## src/rtl/lsu_pkg.sv

```systemverilog
// Shared constants for the load/store unit: RV32I funct3 codes and FSM states.
package lsu_pkg;

   localparam logic [2:0] F3_B  = 3'b000;
   localparam logic [2:0] F3_H  = 3'b001;
   localparam logic [2:0] F3_W  = 3'b010;
   localparam logic [2:0] F3_BU = 3'b100;
   localparam logic [2:0] F3_HU = 3'b101;

   typedef enum logic [2:0] {
      ST_IDLE,
      ST_READ,
      ST_WAIT,
      ST_WRITE,
      ST_RESP
   } state_e;

endpackage

```

## src/rtl/lsu_rmw_if.sv

```systemverilog
// Request/response and word-memory bus of the load/store unit.
interface lsu_rmw_if #(
   parameter int ADDR_W = 32,
   parameter int DATA_W = 32
);
   logic              req_valid;
   logic              req_ready;
   logic              req_we;
   logic [2:0]        req_funct3;
   logic [ADDR_W-1:0] req_addr;
   logic [DATA_W-1:0] req_wdata;
   logic              rsp_valid;
   logic [DATA_W-1:0] rsp_rdata;
   logic              rsp_err;
   logic              mem_wr_en;
   logic [ADDR_W-1:0] mem_addr;
   logic [DATA_W-1:0] mem_wdata;
   logic [DATA_W-1:0] mem_rdata;

   modport slave (
      input  req_valid, req_we, req_funct3, req_addr, req_wdata, mem_rdata,
      output req_ready, rsp_valid, rsp_rdata, rsp_err, mem_wr_en, mem_addr, mem_wdata
   );

   modport master (
      output req_valid, req_we, req_funct3, req_addr, req_wdata, mem_rdata,
      input  req_ready, rsp_valid, rsp_rdata, rsp_err, mem_wr_en, mem_addr, mem_wdata
   );
endinterface

```

## src/rtl/lsu_align.sv

```systemverilog
// Lane extraction/extension for loads, lane merge for sub-word stores, request legality.
// LSU_MISALIGN_CHECK_EN adds misaligned halfword/word accesses to the error set.
module lsu_align
   import lsu_pkg::*;
(
   input  logic        chk_we_i,
   input  logic [2:0]  chk_funct3_i,
   input  logic [1:0]  chk_off_i,
   output logic        err_o,
   input  logic [2:0]  funct3_i,
   input  logic [1:0]  off_i,
   input  logic [31:0] rdata_i,
   input  logic [31:0] wdata_i,
   output logic [31:0] load_o,
   output logic [31:0] merge_o
);

`ifdef LSU_MISALIGN_CHECK_EN
   localparam logic MisalignChk = 1'b1;
`else
   localparam logic MisalignChk = 1'b0;
`endif

   logic        illegal;
   logic        misal;
   logic [7:0]  byte_l;
   logic [15:0] half_l;

   always_comb begin
      if (chk_we_i) illegal = !(chk_funct3_i inside {F3_B, F3_H, F3_W});
      else          illegal = !(chk_funct3_i inside {F3_B, F3_H, F3_W, F3_BU, F3_HU});
      case (chk_funct3_i)
         F3_H, F3_HU: misal = chk_off_i[0];
         F3_W:        misal = |chk_off_i;
         default:     misal = 1'b0;
      endcase
      err_o = illegal | (MisalignChk & misal);
   end

   // Without the misalign check, sub-size offset bits are simply dropped.
   always_comb begin
      byte_l = rdata_i[{off_i, 3'b000} +: 8];
      half_l = off_i[1] ? rdata_i[31:16] : rdata_i[15:0];
      case (funct3_i)
         F3_B:    load_o = {{24{byte_l[7]}}, byte_l};
         F3_H:    load_o = {{16{half_l[15]}}, half_l};
         F3_W:    load_o = rdata_i;
         F3_BU:   load_o = {24'h0, byte_l};
         F3_HU:   load_o = {16'h0, half_l};
         default: load_o = '0;
      endcase
   end

   always_comb begin
      merge_o = rdata_i;
      case (funct3_i)
         F3_B: merge_o[{off_i, 3'b000} +: 8] = wdata_i[7:0];
         F3_H: begin
            if (off_i[1]) merge_o[31:16] = wdata_i[15:0];
            else          merge_o[15:0]  = wdata_i[15:0];
         end
         F3_W:    merge_o = wdata_i;
         default: merge_o = rdata_i;
      endcase
   end

endmodule

```

## src/rtl/lsu_rmw.sv

```systemverilog
// Load/store unit driving a word-wide memory; sub-word stores are read-modify-write.
// LSU_MISALIGN_CHECK_EN (see lsu_align) turns misaligned accesses into errors.
module lsu_rmw
   import lsu_pkg::*;
#(
   parameter int ADDR_W = 32,
   parameter int DATA_W = 32
) (
   input  logic       clk,
   input  logic       rst_n,
   lsu_rmw_if.slave   bus
);

   state_e            state_q, state_d;
   logic              we_q, we_d;
   logic [2:0]        f3_q, f3_d;
   logic [1:0]        off_q, off_d;
   logic [DATA_W-1:0] wdata_q, wdata_d;
   logic [DATA_W-1:0] rdata_q, rdata_d;
   logic              err_q, err_d;
   logic [ADDR_W-1:0] maddr_q, maddr_d;
   logic [DATA_W-1:0] mwdata_q, mwdata_d;

   logic              req_err;
   logic [31:0]       load_data;
   logic [31:0]       merge_data;

   lsu_align u_align (
      .chk_we_i     (bus.req_we),
      .chk_funct3_i (bus.req_funct3),
      .chk_off_i    (bus.req_addr[1:0]),
      .err_o        (req_err),
      .funct3_i     (f3_q),
      .off_i        (off_q),
      .rdata_i      (bus.mem_rdata),
      .wdata_i      (wdata_q),
      .load_o       (load_data),
      .merge_o      (merge_data)
   );

   always_ff @(posedge clk or negedge rst_n) begin
      if (!rst_n) state_q <= ST_IDLE;
      else        state_q <= state_d;
   end

   always_comb begin
      state_d = state_q;
      case (state_q)
         ST_IDLE: begin
            if (bus.req_valid) begin
               if (req_err)                             state_d = ST_RESP;
               else if (bus.req_we && bus.req_funct3 == F3_W) state_d = ST_WRITE;
               else                                     state_d = ST_READ;
            end
         end
         ST_READ:  state_d = ST_WAIT;
         ST_WAIT:  state_d = we_q ? ST_WRITE : ST_RESP;
         ST_WRITE: state_d = ST_RESP;
         ST_RESP:  state_d = ST_IDLE;
         default:  state_d = ST_IDLE;
      endcase
   end

   always_comb begin
      bus.req_ready = (state_q == ST_IDLE);
      bus.rsp_valid = (state_q == ST_RESP);
      bus.mem_wr_en = (state_q == ST_WRITE);
      bus.rsp_rdata = rdata_q;
      bus.rsp_err   = err_q;
      bus.mem_addr  = maddr_q;
      bus.mem_wdata = mwdata_q;
   end

   // mem_addr/mem_wdata only move for requests that will actually touch memory.
   always_comb begin
      we_d     = we_q;
      f3_d     = f3_q;
      off_d    = off_q;
      wdata_d  = wdata_q;
      rdata_d  = rdata_q;
      err_d    = err_q;
      maddr_d  = maddr_q;
      mwdata_d = mwdata_q;
      case (state_q)
         ST_IDLE: begin
            if (bus.req_valid) begin
               we_d    = bus.req_we;
               f3_d    = bus.req_funct3;
               off_d   = bus.req_addr[1:0];
               wdata_d = bus.req_wdata;
               rdata_d = '0;
               err_d   = req_err;
               if (!req_err) begin
                  maddr_d = {2'b00, bus.req_addr[ADDR_W-1:2]};
                  if (bus.req_we && bus.req_funct3 == F3_W) mwdata_d = bus.req_wdata;
               end
            end
         end
         ST_WAIT: begin
            if (we_q) mwdata_d = merge_data;
            else      rdata_d  = load_data;
         end
         default: ;
      endcase
   end

   always_ff @(posedge clk or negedge rst_n) begin
      if (!rst_n) begin
         we_q     <= 1'b0;
         f3_q     <= '0;
         off_q    <= '0;
         wdata_q  <= '0;
         rdata_q  <= '0;
         err_q    <= 1'b0;
         maddr_q  <= '0;
         mwdata_q <= '0;
      end else begin
         we_q     <= we_d;
         f3_q     <= f3_d;
         off_q    <= off_d;
         wdata_q  <= wdata_d;
         rdata_q  <= rdata_d;
         err_q    <= err_d;
         maddr_q  <= maddr_d;
         mwdata_q <= mwdata_d;
      end
   end

endmodule

```

## src/flat_wrapper.sv

```systemverilog
// flat-port wrapper written by rule: the top's interface ports become plain ports
module lsu_rmw_flat import lsu_pkg::*;
#(
   parameter int ADDR_W = 32,
   parameter int DATA_W = 32
)
  (clk, rst_n, bus_req_valid, bus_req_we, bus_req_funct3, bus_req_addr, bus_req_wdata, bus_mem_rdata, bus_req_ready, bus_rsp_valid, bus_rsp_rdata, bus_rsp_err, bus_mem_wr_en, bus_mem_addr, bus_mem_wdata);
  lsu_rmw_if #(.ADDR_W(ADDR_W), .DATA_W(DATA_W)) bus_i ();
  input  logic clk;
  input  logic rst_n;
  input wire logic [$bits(bus_i.req_valid)-1:0] bus_req_valid;
  input wire logic [$bits(bus_i.req_we)-1:0] bus_req_we;
  input wire logic [$bits(bus_i.req_funct3)-1:0] bus_req_funct3;
  input wire logic [$bits(bus_i.req_addr)-1:0] bus_req_addr;
  input wire logic [$bits(bus_i.req_wdata)-1:0] bus_req_wdata;
  input wire logic [$bits(bus_i.mem_rdata)-1:0] bus_mem_rdata;
  output wire logic [$bits(bus_i.req_ready)-1:0] bus_req_ready;
  output wire logic [$bits(bus_i.rsp_valid)-1:0] bus_rsp_valid;
  output wire logic [$bits(bus_i.rsp_rdata)-1:0] bus_rsp_rdata;
  output wire logic [$bits(bus_i.rsp_err)-1:0] bus_rsp_err;
  output wire logic [$bits(bus_i.mem_wr_en)-1:0] bus_mem_wr_en;
  output wire logic [$bits(bus_i.mem_addr)-1:0] bus_mem_addr;
  output wire logic [$bits(bus_i.mem_wdata)-1:0] bus_mem_wdata;
  assign bus_i.req_valid = bus_req_valid;
  assign bus_i.req_we = bus_req_we;
  assign bus_i.req_funct3 = bus_req_funct3;
  assign bus_i.req_addr = bus_req_addr;
  assign bus_i.req_wdata = bus_req_wdata;
  assign bus_i.mem_rdata = bus_mem_rdata;
  assign bus_req_ready = bus_i.req_ready;
  assign bus_rsp_valid = bus_i.rsp_valid;
  assign bus_rsp_rdata = bus_i.rsp_rdata;
  assign bus_rsp_err = bus_i.rsp_err;
  assign bus_mem_wr_en = bus_i.mem_wr_en;
  assign bus_mem_addr = bus_i.mem_addr;
  assign bus_mem_wdata = bus_i.mem_wdata;
  lsu_rmw #(.ADDR_W(ADDR_W), .DATA_W(DATA_W)) u_core (.clk(clk), .rst_n(rst_n), .bus(bus_i));
endmodule
```

## config.mk

```make
export PLATFORM = sky130hd
export DESIGN_NAME = lsu_rmw_flat
export DESIGN_NICKNAME = d
export VERILOG_FILES = /design/src/rtl/lsu_pkg.sv /design/src/rtl/lsu_rmw_if.sv /design/src/rtl/lsu_align.sv /design/src/rtl/lsu_rmw.sv /design/src/flat_wrapper.sv
export SDC_FILE = /design/constraint.sdc
export NUM_CORES = 1
export LEC_CHECK = 0
export BUFFER_PORTS_ARGS = -buffer_cell sky130_fd_sc_hd__buf_2
export CAP_MARGIN = 10
export CORE_UTILIZATION = 24
export DETAILED_ROUTE_END_ITERATION = 10
export GPL_TIMING_DRIVEN = 0
export PLACE_DENSITY = 0.54
export SKIP_CTS_REPAIR_TIMING = 1
export SLEW_MARGIN = 20
export SYNTH_ARGS = -nofsm -noshare
export SYNTH_HDL_FRONTEND = slang
export SYNTH_SLANG_ARGS = --single-unit
```

## constraint.sdc

```tcl
create_clock -name clk -period 3.2 [get_ports clk]
set_clock_uncertainty 0.2 [all_clocks]
set_input_delay 0.32 -clock clk [delete_from_list [all_inputs] [get_ports clk]]
set_output_delay 0.32 -clock clk [all_outputs]
set_load 0.02 [all_outputs]
```

After elaboration in Yosys (flattened, before gate mapping) --
Index checks and enable logic that the tools add are counted.
Cells by class: add/sub/neg operators 1, equality and inequality tests 17, shift operators 3, mux-type cells 20, bitwise gates (word level) 1, reductions and logical operators 13
Operator list (number):
- two-way mux 32 bit | 6
- case mux 32 bit (5 select lines) | 1
- case mux 32 bit (2 select lines) | 2
- case mux 32 bit (3 select lines) | 1
- two-way mux 16 bit | 3
- bitwise mux 32 bit | 1
- variable shift 8 x 7 -> 32 bit, first input constant | 1
- variable part select 32 x 6 -> 8 bit | 1
- variable part select 8 x 7 -> 32 bit | 1
- equality test 3 bit, second input constant | 5
- equality test 3 x 2 -> 1 bit, second input constant | 4
- case mux 3 bit (4 select lines) | 1
- equality test 3 x 1 -> 1 bit, second input constant | 3
- zero test 3 bit | 3
- two-way mux 3 bit | 3
- negator 5 -> 7 bit | 1
- != test 2 bit, second input constant | 3
- AND reduction 3 bit | 2
- AND reduction 5 bit | 1
- nonzero test 5 bit | 1
- != test 2 x 1 -> 1 bit, second input constant | 2
- nonzero test 3 bit | 1
- zero test 1 bit | 2
- two-way mux 2 bit | 1
- other kinds (5) | 5
Storage, ports and cells: flip-flop bits (word level) 136, output and inout port bits 100, logic and storage cells 64

Logic depth before layout (Yosys ltp) --
Gate-level depths: netlist of run 1.
depth in word-level cells 7, gate-level depth with buffers 9

By module --
A second synthesis of run 1 with hierarchy kept.
Unflattened totals: cell total of the unflattened synthesis 708, area total of the unflattened synthesis 7649.8 um2
Modules (own cells, without submodules):
- lsu_rmw | instances 1, cells each 390, area an instance 5420.2 um2
- lsu_align | instances 1, cells each 318, area an instance 2229.6 um2

Worst setup path after synthesis of run 1 --
Ideal clock, no wire load.
kind register -> register, start register u_core.off_q[1], end register u_core.mwdata_q[0], in the netlist u_core.bus.mem_wdata[0], library setup time 0.095 ns, data arrival time 2.195 ns, slack 0.709 ns, stages on the path, launching flop included 9, buffers on the path 2, cells stage by stage dfrtp_1 > buf_4 > buf_4 > inv_1 > ha_1 > or3b_4 > a221oi_4 > a221oi_1 > o31ai_1
On the way: word-level cells in the longest chain between the ends 6, elaborated cells between the ends (all ways) 8
Ends and longest elaborated chain:
- start: declaration | RTL line lsu_rmw.sv:17 | logic [1:0] off_q, off_d;
- start signal: assignment | RTL line lsu_rmw.sv:111 | off_q <= '0;
- start signal: assignment | RTL line lsu_rmw.sv:120 | off_q <= off_d;
- negator 5 -> 7 bit | RTL line lsu_align.sv:57 | F3_B: merge_o[{off_i, 3'b000} +: 8] = wdata_i[7:0];
- variable part select 8 x 7 -> 32 bit or variable shift 8 x 7 -> 32 bit (tied branches) | RTL line lsu_align.sv:57
- bitwise mux 32 bit | RTL line lsu_align.sv:57
- case mux 32 bit (3 select lines) * | RTL line lsu_align.sv:56 | case (funct3_i)
- two-way mux 32 bit * | RTL line lsu_rmw.sv:100 | if (we_q) mwdata_d = merge_data;
- case mux 32 bit (2 select lines) * | RTL line lsu_rmw.sv:84 | case (state_q)
- end signal: assignment | RTL line lsu_rmw.sv:125 | mwdata_q <= mwdata_d;
- end: declaration | RTL line lsu_rmw.sv:22 | logic [DATA_W-1:0] mwdata_q, mwdata_d;
Mark *: on every way between the ends. The rest lies on a longest branch, timed or not. The select of a mux whose other input is x is not followed. A chain may end at the register's enable or synchronous reset.

Worst setup path after layout of run 1 --
start register u_core.off_q[1], end register u_core.mwdata_q[30], in the netlist u_core.bus.mem_wdata[30]
Same word-level chain as after synthesis.

==> results of run 1 <==
## registers in the layout, summed over array words and instances, names as in the netlist
signal	cells
u_core.f3_q	3
u_core.wdata_q	32
u_core.bus.mem_wdata	32
u_core.bus.mem_addr	30
u_core.state_q	3
u_core.off_q	2
u_core.we_q	1
u_core.bus.rsp_err	1
u_core.bus.rsp_rdata	32
## critical path, delay by kind of cell (launching register included)
| kind | cells | cell delay (ns) |
|---|---|---|
| and+or+nand+nor | 1 | 0.22 |
| adders and majority gates | 1 | 0.35 |
| AOI/OAI and AO/OA | 3 | 0.88 |
| DFF | 1 | 0.39 |
| buffers and inverters | 4 | 0.87 |
## Yosys cell counts, types with 8 or more instances
master	count	area (um2)
a221oi_1	10	87.6
nand2_1	67	251
buf_6	8	90.1
mux2_2	66	743
buf_2	24	120
dfrtp_1	136	3400
o2111ai_1	8	70.1
a31oi_1	8	50.1
a22o_1	8	70.1
o211ai_1	17	128
nor2_1	52	195
clkbuf_1	16	60.1
a41o_1	8	80.1
mux2_1	29	327
o21ai_1	17	85.1
nand3_1	16	80.1
o31ai_1	8	60.1
a21o_1	9	67.6
o21ai_0	27	135
a311oi_1	8	70.1
a22oi_1	29	218
## power by group through the flow
stage	logic, mW	registers [mW]	clock network [mW]
after CTS	5.11	3.11	2.05
after floorplan	2.81	3.69	0
after global placement	5.04	3.11	0
after global routing	5.56	3.23	2.11
final	5.16	3.12	2.01
after detailed placement	5.08	3.14	0
## final cells by class
type | count | share of cell area, %
clock buffer | 20 | 4.57
antenna | 2 | 0.0501
inverter | 3 | 0.113
buffer | 57 | 3.31
timing repair buffer | 270 | 17.3
sequential | 136 | 34.1
tap | 384 | 4.81
clock inverter | 12 | 1.42
multi-input combinational | 461 | 34.3
## per-stage QoR
stage | TNS (ns) | hold slack (ns) | cell area [um2]
2_1_floorplan | 0 | -0.176 | 7180
3_3_place_gp | -62.49 | 0.256 | 8660
3_5_place_dp | 0 | 0.164 | 8690
4_1_cts | 0 | -0.297 | 9290
5_1_grt | 0 | 0.00450 | 9990
6_report | 0 | -0.00358 | 9990
## kinds of logic (layout without fill, tap and decap cells)
logic type	after synthesis	after routing	synth area share (%)
compound gates	186	186	19.9
simple gates	171	171	11.6
flops	136	136	47.5
mux	97	97	15.4
buf+inv	60	362	4.76
fa+ha+maj	5	5	0.872
other cells	1	4	0.0523
## worst min path at each step
stage | from | end | slack [ns] | cells after the start
5_1_grt | bus_mem_rdata[29] | u_core.bus.rsp_rdata[29] | 0.005 | 3
2_1_floorplan | rst_n | u_core.bus.mem_addr[0] | -0.18 | 0
4_1_cts | rst_n | u_core.bus.mem_addr[27] | -0.30 | 1
6_report | bus_mem_rdata[29] | u_core.bus.rsp_rdata[29] | -0.004 | 3
3_3_place_gp | u_core.bus.mem_wdata[30] | u_core.bus.mem_wdata[30] | 0.26 | 1
3_5_place_dp | rst_n | u_core.bus.mem_addr[27] | 0.16 | 1
## metal layers
layer	vias to the layer above	routed length (um)	GRT usage [%]
met1	3227	11400	21.6
met4	0	397	4.75
li1	3034	-	-
met2	246	12300	26.9
met5	-	0	0
met3	25	1920	5.94
==> metrics.txt, run 1 <==
final setup fails=0; dpl hpwl=19700 um; Vias/cell=4.86; Gate power share=between 50% and 60%; Max-Cap Viols=0; ys flop type=dfrtp_1; CTS tree=built; Core Box Area=0.0290 mm2; total power=10.3 mW; critical path capture point=u_core.bus.mem_wdata[30]; outcome=complete, but fails checks; H-tree depth=4; CTS Root Cell=clkbuf_16; Arr. time, crit path=approximately 3.2 ns; FF/Latch Area=0.00340 mm2; number of global-route vias before repair=6298; P&R area growth vs syn=39.3%; I/O Pins=203; Initial Utilization=between 20% and 30%; Switch Pwr=4.49 mW; Worst Hold Slack=-0.00358 ns; Final Slew Violations=0; FF-to-FF Start=u_core.off_q[1]; Int Pwr=5.80 mW; Mean Syn Cell Area=10.9 um2; DIE AREA=0.0306 mm2; synth unique cells=63; fmax=336 MHz; Mapped Cells=656; Sw Share=between 40% and 50%; critical path's largest stage delay=0.57 ns; routability cong.=0.843; unrepaired setup endpoints after global routing=false; Crit Path Class=register to register; commonest non-fill, non-tap cell in the layout=buf_2; Final Hold Violating Endpoints=1; Synth Register Bits=about 140; ys async rst share=100%; Inst Count DP=1242; area of the multi-input gates=0.00343 mm2; crit end category=register; number of CTS-inserted buffers=17; min-delay worst type=input pin to register; Final #Nets=about 1100; GRT Total Usage=16.9%; cell leakage power=4.54 nW; Worst-Margin Slew=1.00 ns; final worst slack=0.223 ns; critical-path cell list=buf_4 > buf_4 > inv_1 > ha_1 > and3b_1 > buf_1 > a31oi_1 > a311oi_1 > a21o_1; Crit-path slowest cell=a311oi_1; layout filler cell count=2991; Reg2Reg Depth=9; first-pass GRT wire length=38800 um; min cycle time layout=2.98 ns; Post-DRT Antenna Nets=0; Die H=approximately 170 um; reg-to-reg slack, setup=0.22 ns; Req. time, crit path=~3.4 ns; Most Frequent Cell on Critical Path=buf_4; Syn Std Cell Area=0.00717 mm2; CP Launch Point=u_core.off_q[1]; clock sinks=136; power share of the clock group=19.6%; Clock Latency Late Sink=0.43 ns; sequential area share after synthesis=47.5%; sequential fraction of design power=between 30 and 40%; initial antenna violation count=2; largest net degree at the start of global routing=86; pwr dens=around 1000 mW/mm2; # DRC=0; worst vdd ir=between 0.0004 and 0.0005 V; GR Overflow Total=0; initial DRC count=615; Routed WL=26100 um; Synth warnings=0; CP startpoint kind=register; fin cells=1345; violated checks=negative hold slack; Cell Rows=62; Clock Pin Slew Worst Setup and Hold Paths=0.06 ns; most frequent cells in the layout=buf_2 (223), dfrtp_1 (136), dlygate4sd3_1 (69); Die W=175 um; number of flops mapped to enable cells by yosys=0; final core occ=34.4%; Critical Path Fanout Max=10; CTS max path bufs=2; final worst-path cycle share=93.0%; vias=about 6500; share of layout cells above drive strength 1=37.1%; Port Buffers=200; Pre-antenna DRT Iters=7; slew margin rel.=about 33%; WL/cell=19.4 um; worst slack after detailed placement=0.322 ns; r2r endpoint=u_core.bus.mem_wdata[30]
Power figures use the tool's default switching activity.
==> inputs of run 2 (changes only) <==
SYNTH_HIERARCHICAL = 1   (was unset)
==> run 2 against run 1 <==
Compared with the run above:
- the flow now finishes without violations
- non-clock buffer count grew 14
- global-route usage grew 1.1 points
- final area up 5.4%
- first-iteration DRC count fell by 1.3%
- clock-buffer cell count decreased by 2
- clock power increased by 7%
- total power up 8.5%
- fmax is 1.9% lower
- combinational power grew 14%
- die area is 6.6% higher
- worst setup slack got worse by 0.057 ns
- register-to-register slack worse by 0.06 ns
- critical endpoint is now u_core/bus.mem_wdata[0]
==> metrics.txt, run 2 <==
unrepaired setup endpoints after global routing=false (unchanged); Routed WL=29800 um (was 26100 um); GR Overflow Total=0 (unchanged); number of CTS-inserted buffers=17 (unchanged); Reg2Reg Depth=8 (was 9); Die W=181 um (was 175 um); Critical Path Fanout Max=9 (was 10); Synth Register Bits=136 (unchanged); first-pass GRT wire length=43600 um (was 38800 um); initial antenna violation count=4 (was 2); Arr. time, crit path=3.18 ns (was 3.15 ns); Cell Rows=65 (was 62); WL/cell=21.1 um (was 19.4 um); reg-to-reg slack, setup=0.17 ns (was 0.22 ns); CTS Root Cell=clkbuf_16 (unchanged); Worst Hold Slack=0.00259 ns (was -0.00358 ns); HP Start=bus_req_funct3[2] (was bus_mem_rdata[29]); layout filler cell count=3219 (was 2991); fmax=330 MHz (was 336 MHz); leading area contributor after synthesis=dfrtp_1 (unchanged); Syn Std Cell Area=0.00765 mm2 (was 0.00717 mm2); Pre-antenna DRT Iters=5 (was 7); Initial Utilization=24.3% (was 24.7%); final worst-path cycle share=94.8% (was 93.0%); Vias/cell=5.04 (was 4.86); cell leakage power=4.64 nW (was 4.54 nW); sequential area share after synthesis=44.5% (was 47.5%); largest net degree at the start of global routing=72 (was 86); number of flops mapped to enable cells by yosys=0 (unchanged); Max-Cap Viols=0 (unchanged); min cycle time layout=3.03 ns (was 2.98 ns); Final #Nets=1105 (was 1054); worst slack after detailed placement=-0.289 ns (was 0.322 ns); Post-DRT Antenna Nets=0 (unchanged); slew margin rel.=35.6% (was 32.6%); dpl hpwl=22900 um (was 19700 um); routability cong.=0.929 (was 0.843); Synth area leaders=dfrtp_1 (44%), mux2_2 (7.7%), mux2i_1 (5.6%) (was dfrtp_1 (47%), mux2_2 (10%), mux2_1 (4.6%)); most frequent cells in the layout=buf_2 (223), dfrtp_1 (135), dlygate4sd3_1 (69) (was buf_2 (223), dfrtp_1 (136), dlygate4sd3_1 (69)); FF-to-FF Start=u_core/off_q[1] (was u_core.off_q[1]); Die H=181 um (was 175 um); synth unique cells=65 (was 63); CP startpoint kind=register (unchanged); final core occ=33.4% (was 34.4%); crit end category=register (unchanged); ys async rst share=100% (unchanged); total power=11.2 mW (was 10.3 mW); synth cell count leaders=dfrtp_1 (136), o21ai_0 (60), mux2_2 (52) (was dfrtp_1 (136), nand2_1 (67), mux2_2 (66)); GRT Total Usage=18.0% (was 16.9%); Core Box Area=0.0315 mm2 (was 0.0290 mm2); Synth warnings=6 (was 0); most numerous cell in the Yosys netlist=dfrtp_1 (unchanged); Port Buffers=200 (unchanged); Crit Path Class=register to register (unchanged); initial DRC count=607 (was 615); ys flop type=dfrtp_1 (unchanged); pwr dens=1060 mW/mm2 (was 1030 mW/mm2); Final Slew Violations=0 (unchanged); outcome=finished clean (was complete, but fails checks); commonest non-fill, non-tap cell in the layout=buf_2 (unchanged); Clock Latency Late Sink=0.43 ns (about the same); Mean Syn Cell Area=10.8 um2 (was 10.9 um2); Mapped Cells=708 (was 656); min-delay worst type=input pin to register (unchanged); Clock Pin Slew Worst Setup and Hold Paths=0.06 ns (about the same); final setup fails=0 (unchanged); r2r endpoint=u_core/bus.mem_wdata[0] (was u_core.bus.mem_wdata[30]); Synth top area share=44.5% (was 47.5%); number of global-route vias before repair=6770 (was 6298); CTS max path bufs=2 (unchanged); clock sinks=136 (unchanged); # DRC=0 (unchanged); Worst-Margin Slew=0.964 ns (was 1.00 ns); share of layout cells above drive strength 1=32.5% (was 37.1%); Final Hold Violating Endpoints=0 (was 1); Req. time, crit path=3.35 ns (was 3.37 ns); Hold Path Sink=u_core/f3_q[2] (was u_core.bus.rsp_rdata[29]); worst vdd ir=0.000395 V (was 0.000440 V); Worst Hold Depth=2 (was 3); DIE AREA=0.0326 mm2 (was 0.0306 mm2); H-tree depth=4 (unchanged); CTS tree=built (unchanged); vias=7128 (was 6532); I/O Pins=203 (unchanged); P&R area growth vs syn=37.6% (was 39.3%); final worst slack=0.166 ns (was 0.223 ns)
[run 2: changes by cell type after synthesis, sizes merged, moves of 9 or more]
| cell | before | now |
|---|---|---|
| nor2 | 53 | 20 |
| a21oi | 2 | 15 |
| nand2 | 68 | 6 |
| mux2i | 1 | 43 |
| mux2 | 95 | 82 |
| a221oi | 11 | 1 |
| o21ai | 44 | 90 |
| clkbuf | 16 | 38 |
| a22o | 8 | 39 |
| a221o | 0 | 15 |
| a22oi | 29 | 20 |
[run 2: worst max-delay path by stage]
stage / to / slack (ns) / start / cells after the start
2_1_floorplan: u_core/bus.mem_wdata[31] / 0.49 / u_core/off_q[0] / 11
3_3_place_gp: u_core/wdata_q[20] / -0.40 / rst_n / 1
3_5_place_dp: u_core/bus.mem_wdata[31] / -0.29 / u_core/off_q[0] / 11
4_1_cts: u_core/bus.mem_wdata[31] / -0.31 / u_core/off_q[0] / 11
5_1_grt: u_core/bus.mem_wdata[28] / 0.04 / u_core/off_q[0] / 10
6_report: u_core/bus.mem_wdata[0] / 0.17 / u_core/off_q[1] / 8
[run 2: final cells by class]
type	count	area [um2]	area share, %
buffer	71	337	3.20
antenna	2	5.00	0.0475
clock buffer	18	439	4.17
timing repair buffer	270	1730	16.4
inverter	9	33.8	0.321
clock inverter	13	195	1.85
sequential	136	3400	32.3
tap	402	503	4.78
multi-input combinational	492	3880	36.9
[run 2: cells by family (layout without fill, tap and decap cells)]
family          count (synthesis)  after routing  synth area share (%)
buf+inv                        81            381                  4.84
fa+ha+maj                       5              5                 0.818
mux                           125            125                  17.7
other cells                     1              4                0.0490
flops                         136            136                  44.5
compound gates                251            251                  22.8
simple gates                  109            109                  9.27
[run 2: stage by stage]
step	area, um2	instances	setup TNS, ns
finish	10500	1413	0
CTS	9830	1343	-3.04
global route	10500	1411	0
detailed placement	9200	1312	-2.60
floorplan	7650	709	0
global placement	9160	1311	-55.58
[run 2: worst max-delay path, cell delays in order, from the launching register on]
cell      delay (ns)
dfrtp_1         0.46
buf_6           0.17
inv_1           0.27
ha_1            0.43
or3b_2          0.50
a211oi_2        0.41
a22o_1          0.27
mux2i_1         0.09
o21ai_0         0.14
[run 2: per-layer routing]
layer	track usage (%)	share of wire [%]	vias up
met5	0	0.10	-
met4	6.43	2.7	4
met3	4.32	5.4	40
met2	29.8	48	281
met1	22.8	44	3510
li1	-	-	3293
[run 2: report_power, final]
group          switching, mW  total [mW]  internal (mW)  leakage [nW]
clock network          0.823        2.16           1.33         0.305
registers              0.635        3.15           2.52          1.69
logic                   3.55        5.86           2.31          2.64
==> inputs of run 3 (changes only) <==
clock period = 3.9 ns   (was 3.2 ns; I/O delays follow)
==> run 3 against run 2 <==
Compared with the run above:
- global-route usage unchanged
- die area stayed put
- sequential power is 18% lower
- combinational power down 18%
- routed wire length fell by 0.54%
- utilization is 1.2 points lower
- clock-buffer cell count unchanged
- final cell count down 2.7%
- critical path type unchanged
- highest routed layer unchanged
- critical endpoint is now u_core/bus.mem_wdata[26]
- sequential cell count stayed put
- worst setup slack gained 0.17 ns
==> metrics.txt, run 3 (synthesis gave the netlist of run 2 again) <==
Vias/cell=5.10 (was 5.04); final core occ=32.2% (was 33.4%); DIE AREA=0.0326 mm2 (unchanged); Worst Hold Slack=0.00780 ns (was 0.00259 ns); FF/Latch Area=0.00340 mm2 (about the same); Final #Nets=1067 (was 1105); Post-DRT Antenna Nets=0 (unchanged); met2 routed wirelength=14100 um (was 14300 um); WL/cell=21.6 um (was 21.1 um); most frequent cells in the layout=buf_2 (224), dfrtp_1 (136), o21ai_0 (60) (was buf_2 (223), dfrtp_1 (135), dlygate4sd3_1 (69)); total power=9.13 mW (was 11.2 mW); clock sinks=136 (unchanged); Routed WL=29700 um (was 29800 um); Final Slew Violations=0 (unchanged); outcome=finished clean (unchanged); GR Overflow Total=0 (unchanged); Initial Utilization=24.3% (unchanged); number of CTS-inserted buffers=17 (unchanged); Arr. time, crit path=3.67 ns (was 3.18 ns); final worst-path cycle share=91.5% (was 94.8%); Clock Pin Slew Worst Setup and Hold Paths=0.07 ns (was 0.06 ns); fmax=280 MHz (was 330 MHz); number of global-route vias before repair=6770 (unchanged); Critical Path Fanout Max=10 (was 9); pwr dens=901 mW/mm2 (was 1060 mW/mm2); Core Box Area=0.0315 mm2 (unchanged); largest net degree at the start of global routing=72 (unchanged); Pre-antenna DRT Iters=8 (was 5); initial DRC count=560 (was 607); CTS tree=built (unchanged); I/O Pins=203 (unchanged); met3 routed WL=1800 um (was 1620 um); Worst-Margin Slew=0.935 ns (was 0.964 ns); commonest non-fill, non-tap cell in the layout=buf_2 (unchanged); routability cong.=0.929 (unchanged); GRT Total Usage=18.0% (unchanged); Die H=181 um (unchanged); Port Buffers=200 (unchanged); min cycle time layout=3.57 ns (was 3.03 ns); worst vdd ir=0.000323 V (was 0.000395 V); H-tree depth=4 (unchanged); min-delay worst type=input pin to register (unchanged); slew margin rel.=37.5% (was 35.6%); area of the multi-input gates=0.00388 mm2 (unchanged); crit end category=register (unchanged); # DRC=0 (unchanged); Cell Rows=65 (unchanged); P&R area growth vs syn=32.5% (was 37.6%); Final Hold Violating Endpoints=0 (unchanged); unrepaired setup endpoints after global routing=false (unchanged); Max-Cap Viols=0 (unchanged); cell leakage power=4.48 nW (was 4.64 nW); CP Launch Point=u_core/off_q[0] (was u_core/off_q[1]); share of layout cells above drive strength 1=33.6% (was 32.5%); Crit Path Class=register to register (unchanged); Clock Latency Late Sink=0.43 ns (about the same); vias=7011 (was 7128); HP Start=bus_req_wdata[19] (was bus_req_funct3[2]); top sig layer=met5 (unchanged); Req. time, crit path=4.00 ns (was 3.35 ns); dpl hpwl=22900 um (unchanged); CP startpoint kind=register (unchanged); CTS max path bufs=2 (unchanged); layout filler cell count=3237 (was 3219); Die W=181 um (unchanged); CTS Root Cell=clkbuf_16 (unchanged); setup_tns=0 ns (unchanged); final setup fails=0 (unchanged); initial antenna violation count=5 (was 4); FF-to-FF Start=u_core/off_q[0] (was u_core/off_q[1]); DRT met1 WL=12900 um (was 13100 um); first-pass GRT wire length=43600 um (unchanged)
## run 3: stage by stage
| step | cell area, um2 | setup WS [ns] | cells |
|---|---|---|---|
| after global placement | 9160 | 0.227 | 1311 |
| final | 10100 | 0.333 | 1375 |
| after floorplan | 7650 | 1.19 | 709 |
| after global routing | 10100 | 0.0678 | 1373 |
| after detailed placement | 9200 | 0.411 | 1312 |
| after CTS | 9830 | 0.392 | 1343 |
## run 3: layout make-up
| cell class | instances | share of cell area [%] |
|---|---|---|
| multi-input cells | 492 | 38.3 |
| flip-flops and latches | 136 | 33.6 |
| diodes | 2 | 0.0494 |
| inverters | 9 | 0.333 |
| well taps | 402 | 4.96 |
| repair buffers | 231 | 13.2 |
| plain buffers | 72 | 3.32 |
| clock buffers | 18 | 4.33 |
| clock inverters | 13 | 1.93 |
## run 3: where the power goes
| part | switching (mW) | internal, mW | leakage (nW) | total [mW] |
|---|---|---|---|---|
| combinational | 2.92 | 1.87 | 2.48 | 4.79 |
| sequential | 0.508 | 2.07 | 1.70 | 2.57 |
| clock | 0.672 | 1.09 | 0.305 | 1.77 |
| total | 4.10 | 5.03 | 4.48 | 9.13 |
## run 3: path summary, 6_finish.rpt
path                                             to  slack (ns)  cells past startpoint
max                        u_core/bus.mem_wdata[26]        0.33                     11
min                              u_core/wdata_q[19]       0.008                      2
max reg2reg                u_core/bus.mem_wdata[26]        0.33                     11
min reg2reg                 u_core/bus.mem_addr[18]        0.28                      1
max in group asynchronous           u_core/off_q[1]        2.47                      3
min in group asynchronous    u_core/bus.mem_addr[0]        0.31                      2
## run 3: critical path, cell delays in order (launching register included)
cell and delay, ns:
dfrtp_1 0.50, buf_2 0.27, clkbuf_1 0.39, inv_1 0.16, ha_1 0.33, clkbuf_1 0.34, nor2_1 0.15, and4_1 0.21
clkbuf_1 0.19, a221o_1 0.42, mux2i_1 0.18, o21ai_1 0.08
## run 3: routing by layer
layer / vias up / track usage, %
li1: 3217 / -
met1: 3452 / 22.8
met2: 291 / 29.8
met3: 45 / 4.32
met4: 6 / 6.43
met5: - / 0
